### config.mk
export PLATFORM = sky130hd
export DESIGN_NAME = akuma_ai_keygen
export DESIGN_NICKNAME = d
export VERILOG_FILES = /design/src/rtl/akuma_ai_keygen.sv
export SDC_FILE = /design/constraint.sdc
export NUM_CORES = 1
export LEC_CHECK = 0
export ABC_AREA = 1
export BUFFER_PORTS_ARGS = -buffer_cell sky130_fd_sc_hd__buf_2
export CORE_MARGIN = 2
export CORE_UTILIZATION = 45
export CTS_BUF_LIST = sky130_fd_sc_hd__clkbuf_16
export CTS_CLUSTER_DIAMETER = 30
export DETAILED_ROUTE_END_ITERATION = 6
export PLACE_DENSITY_LB_ADDON = 0.1
export SETUP_SLACK_MARGIN = 0.4
export SYNTH_ARGS = -nofsm -noshare
export SYNTH_HDL_FRONTEND = slang
export SYNTH_SLANG_ARGS = --single-unit
### constraint.sdc
create_clock -name frame_clk -period 3.4 [get_ports frame_clk]
set_input_delay 0.68 -clock frame_clk [delete_from_list [all_inputs] [get_ports frame_clk]]
set_output_delay 0.68 -clock frame_clk [all_outputs]
set_load 0.02 [all_outputs]
### src/rtl/akuma_ai_keygen.sv
// CPU opponent for Akuma: picks approach/retreat/jump/crouch/idle once per frame
// and drives the four keycode slots the Akuma movement block expects.
module akuma_ai_keygen #(
   parameter int          NEAR_DIST     = 140,
   parameter int          FAR_DIST      = 300,
   parameter int          DECIDE_PERIOD = 16,
   parameter int          JUMP_HOLD     = 2,
   parameter int          CROUCH_FRAMES = 8,
   parameter logic [15:0] LFSR_SEED     = 16'hACE1,
   parameter int          BOUND_X_MAX   = 635
) (
   input  logic               frame_clk,
   input  logic               Reset,
   input  logic               enable,
   input  logic signed [31:0] XDist,
   input  logic [9:0]         AkumaX,
   input  logic               hit_taken,
   output logic [7:0]         keycode_0,
   output logic [7:0]         keycode_1,
   output logic [7:0]         keycode_2,
   output logic [7:0]         keycode_3,
   output logic [2:0]         state_dbg
);

   typedef enum logic [2:0] {
      IDLE     = 3'd0,
      APPROACH = 3'd1,
      RETREAT  = 3'd2,
      JUMP     = 3'd3,
      CROUCH   = 3'd4
   } state_t;

   localparam logic [7:0]  KEY_LEFT       = 8'h0d;
   localparam logic [7:0]  KEY_RIGHT      = 8'h0f;
   localparam logic [7:0]  KEY_JUMP       = 8'h0c;
   localparam logic [7:0]  KEY_CROUCH     = 8'h0e;
   localparam logic [7:0]  RELOAD_DECIDE  = 8'(DECIDE_PERIOD - 1);
   localparam logic [7:0]  RELOAD_JUMP    = 8'(JUMP_HOLD - 1);
   localparam logic [7:0]  RELOAD_CROUCH  = 8'(CROUCH_FRAMES - 1);
   localparam logic [10:0] RETREAT_MARGIN = 11'd125;
   localparam logic [10:0] RETREAT_LIMIT  = 11'(BOUND_X_MAX);
   localparam logic [15:0] LFSR_MASK      = 16'hB400;

   state_t      state_reg, state_next, decide_state;
   logic [7:0]  timer_reg, timer_next;
   logic [15:0] lfsr_reg, lfsr_next;
   logic [1:0]  rnd;
   logic        close_range, long_range, at_right_bound;

   assign rnd            = lfsr_reg[1:0];
   assign lfsr_next      = {1'b0, lfsr_reg[15:1]} ^ (lfsr_reg[0] ? LFSR_MASK : 16'h0000);
   assign close_range    = (XDist <= NEAR_DIST);
   assign long_range     = (XDist >= FAR_DIST);
   // Retreating this close to the right edge would just pin Akuma against the wall.
   assign at_right_bound = (({1'b0, AkumaX} + RETREAT_MARGIN) >= RETREAT_LIMIT);

   function automatic logic [7:0] reload_for(input state_t s);
      case (s)
         JUMP:    reload_for = RELOAD_JUMP;
         CROUCH:  reload_for = RELOAD_CROUCH;
         default: reload_for = RELOAD_DECIDE;
      endcase
   endfunction

   always_comb begin
      decide_state = IDLE;
      if (close_range) begin
         case (rnd)
            2'd0:    decide_state = RETREAT;
            2'd1:    decide_state = JUMP;
            2'd2:    decide_state = CROUCH;
            default: decide_state = IDLE;
         endcase
      end else if (long_range) begin
         decide_state = (rnd == 2'd3) ? JUMP : APPROACH;
      end else begin
         case (rnd)
            2'd0:    decide_state = APPROACH;
            2'd1:    decide_state = RETREAT;
            2'd2:    decide_state = IDLE;
            default: decide_state = JUMP;
         endcase
      end
      if (decide_state == RETREAT && at_right_bound)
         decide_state = IDLE;
   end

   // Priority: disable, hit (unless airborne), running hold, jump landing, fresh decision.
   always_comb begin
      state_next = state_reg;
      timer_next = timer_reg;
      if (!enable) begin
         state_next = IDLE;
         timer_next = 8'd0;
      end else if (hit_taken && state_reg != JUMP) begin
         state_next = CROUCH;
         timer_next = RELOAD_CROUCH;
      end else if (timer_reg != 8'd0) begin
         timer_next = timer_reg - 8'd1;
      end else if (state_reg == JUMP) begin
         state_next = IDLE;
         timer_next = RELOAD_DECIDE;
      end else begin
         state_next = decide_state;
         timer_next = reload_for(decide_state);
      end
   end

   always_ff @(posedge frame_clk or posedge Reset) begin
      if (Reset) begin
         state_reg <= IDLE;
         timer_reg <= 8'd0;
         lfsr_reg  <= LFSR_SEED;
         keycode_0 <= 8'h00;
         keycode_1 <= 8'h00;
      end else begin
         state_reg <= state_next;
         timer_reg <= timer_next;
         lfsr_reg  <= lfsr_next;
         keycode_0 <= (state_next == APPROACH) ? KEY_LEFT :
                      (state_next == RETREAT)  ? KEY_RIGHT : 8'h00;
         keycode_1 <= (state_next == JUMP)     ? KEY_JUMP :
                      (state_next == CROUCH)   ? KEY_CROUCH : 8'h00;
      end
   end

   assign keycode_2 = 8'h00;
   assign keycode_3 = 8'h00;
   assign state_dbg = state_reg;

endmodule

==> run summary <==
Hold Vio Cnt, Final = 0
IR drop worst, VDD = 326 uV
Inst Count DP = 383
Initial Util = 0.475
Pin count of the biggest net entering global routing = 30
Initial antenna violation count = 0
Worst-path clk slew = 0.05 ns
Worst endpoint required time = 3.56 ns
Chip height = 72.5 um
I/O pin count = 81
Switch Pwr = 0.279 mW
GRT Util Overall = 0.153
Clk root buf = clkbuf_16
Crit path kind = in2reg
Reg-to-Reg End = keycode_0[2]
Synth area leaders = dfrtp_1 (27%), buf_4 (10%), dfstp_2 (10%)
Critical Path Source = AkumaX[0]
Clock power frac = 0.418
Antenna Nets Post-Route = 0
1st-pass router iterations = 4
Static Leakage = 1.40 nW
Max-cap violations = 0
Antenna Cells = 0
Drt initial violations = 84
Status = complete, no violations
HP Class = reg2reg
Max reg flops = 16
Grt met3 use = 0.0444
CTS H-tree lvls = 2
Hold_sp = lfsr_reg[12]
Post-CTS setup buffer count = 0
Worst Skew = 0.00233 ns
Yosys reg bits = 31
Slew Limit Fails = 0
Seq/Total Area, Yosys = 0.372
Wirelength, routed = 3570 um
Share of cells above drive strength 1 = 0.304
Wire per inst = 9.12 um
Die ar. = 5250 um2
Mapped Area = 2110 um2
Slowest CP cell = ha_1
Commonest cells after routing, fill and taps aside = buf_2 (55), nand2_1 (51), nor2_1 (43), inv_1 (41), conb_1 (25)
R2R cell count = 10
Port bufs = 55
Crit path launch type = input pin
Worst Max-Slew Pin Slew = 1.04 ns
Rel. slew slack = 0.305
Via count = 1,723
Finished Layout Cells = 391
Clk_lat worst skew = 0.27 ns
Power per cell area = 401 nW/um2
First-pass GRT wire length = 6270 um
CTS sink count = 31
Vias in the first global route = 1,593
CTS tree = built
Max clock buf depth = 2
Total power = 0.994 mW
CP endpoint kind = register
Switching Share = 0.281
Synth top area share = 0.273
Part of the power in registers = 0.393
Comb pwr share = 0.190
Final GP Congestion = 0.740
Setup TNS = 0 ns
Cells on Worst Hold Path = 0
Worst-path cell chain = buf_2 -> inv_1 -> ha_1 -> o21ai_0 -> nand2_1 -> o21ai_0 -> nand3_1 -> a21oi_1 -> nand3b_4 -> nand2_2 -> nand2_4 -> nand2_2 -> nand2_1
CP max stage delay = 0.27 ns
Die Wd = 72.5 um
CTS resizes = 0
Core area = 4440 um2
Worst Hold End = lfsr_reg[11]
Final setup fails = 0
Critical-path maximum fanout = 5
Syn avg cell area = 7.57 um2
Post-Syn Instances = 279
Commonest non-fill, non-tap cell in the layout = buf_2
Final nets = 392
Avg Vias per Cell = 4.41
Global Route met1 Usage = 0.188
Core Util, Final = 0.558
Final period util = 0.573
Gr ovfl total = 0
Cell taking the most area after synthesis = dfrtp_1
Layout area overhead = 17.5%
DP HPWL = 2950 um
WP buf/inv = 2
R2R Path Start = lfsr_reg[0]
Min cycle time layout = 1.95 ns
Most Crowded Layer GR = met2
# rows = 24
Hold_buf cts = 0
Residual DRC = 0
Grt met2 use = 0.252
Yosys warnings = 0
Crit path max-delay family = simple AND/OR/NAND/NOR gates
F_max = 514 MHz
Netlist cell types = 32
Int Pwr = 0.715 mW
RSZ-0062 raised after global routing = false
Data arrival time of the worst path = 2.11 ns
Register-to-register setup slack = 1.67 ns
Clock buffer count from CTS = 5
[per-layer routing]
metal,share of wire,vias to the layer above
li1,-,918
met1,0.47,760
met2,0.47,37
met3,0.050,8
met4,0.017,0
met5,0,-
[area by class of cell]
cell class	instances	area [um2]
fill	448	1960
multi-input combinational	198	1030
clock inverter	3	16.3
sequential	31	786
tap	52	65.1
inverter	46	173
clock buffer	5	125
timing repair buffer	56	283
[worst register-to-register path, cell delays in order (launching register included)]
cell      delay (ns)
dfstp_2         0.62
inv_1           0.08
ha_1            0.28
nand2_1         0.06
nand2_2         0.05
nand2_2         0.08
nand3b_4        0.16
nand2_2         0.10
nand2_4         0.07
nand2_2         0.07
nand2_1         0.05
[synth_stat cells]
cell,count
nor2_1,43
nand2_1,51
buf_4,28
nand3_2,1
ha_1,8
nand3_1,13
nor3_1,2
inv_1,40
a21oi_4,1
o21ai_1,1
nand2_2,9
dfrtp_1,23
a21oi_1,7
inv_2,6
or2_2,1
nor2_4,3
nor2_2,5
and2_4,1
or2_1,1
or2_0,1
nand4_1,4
a31oi_1,2
conb_1,1
nand3b_4,1
dfstp_2,8
nor3_2,1
a22oi_2,1
xor2_1,5
nand2_4,1
nor3b_1,1
o21ai_0,8
nand4_2,1
[logic make-up (layout without fill, tap and decap cells)]
logic type | after synthesis | after routing | synth area share
adder cells (fa/ha/maj) | 8 | 8 | 0.0474
other | 1 | 25 | 0.00178
buffers and inverters | 74 | 110 | 0.181
AND/OR/NAND/NOR | 140 | 140 | 0.319
flip-flops | 31 | 31 | 0.372
AO/OA/AOI/OAI | 20 | 20 | 0.0575
XOR/XNOR | 5 | 5 | 0.0207
[power by group through the flow]
stage / registers (mW) / clock network, mW / logic (mW)
floorplan: 0.401 / 0 / 0.152
global placement: 0.396 / 0 / 0.189
detailed placement: 0.396 / 0 / 0.190
CTS: 0.390 / 0.428 / 0.191
global route: 0.391 / 0.441 / 0.218
finish: 0.390 / 0.415 / 0.189
[how the worst max path moves through the flow]
stage / endpoint / cells past startpoint
detailed placement: keycode_0[2] / 13
finish: keycode_0[2] / 13
global route: keycode_0[2] / 13
CTS: keycode_0[2] / 13
floorplan: keycode_0[2] / 12
global placement: keycode_0[2] / 13
[per-stage QoR]
step	setup WS [ns]	area, um2	hold WS, ns
after floorplan	1.45	2200	0.331
after global placement	1.19	2340	0.335
after detailed placement	1.17	2340	0.335
after CTS	1.44	2480	0.354
after global routing	1.29	2480	0.361
final	1.45	2480	0.352
Power figures use the tool's default switching activity.
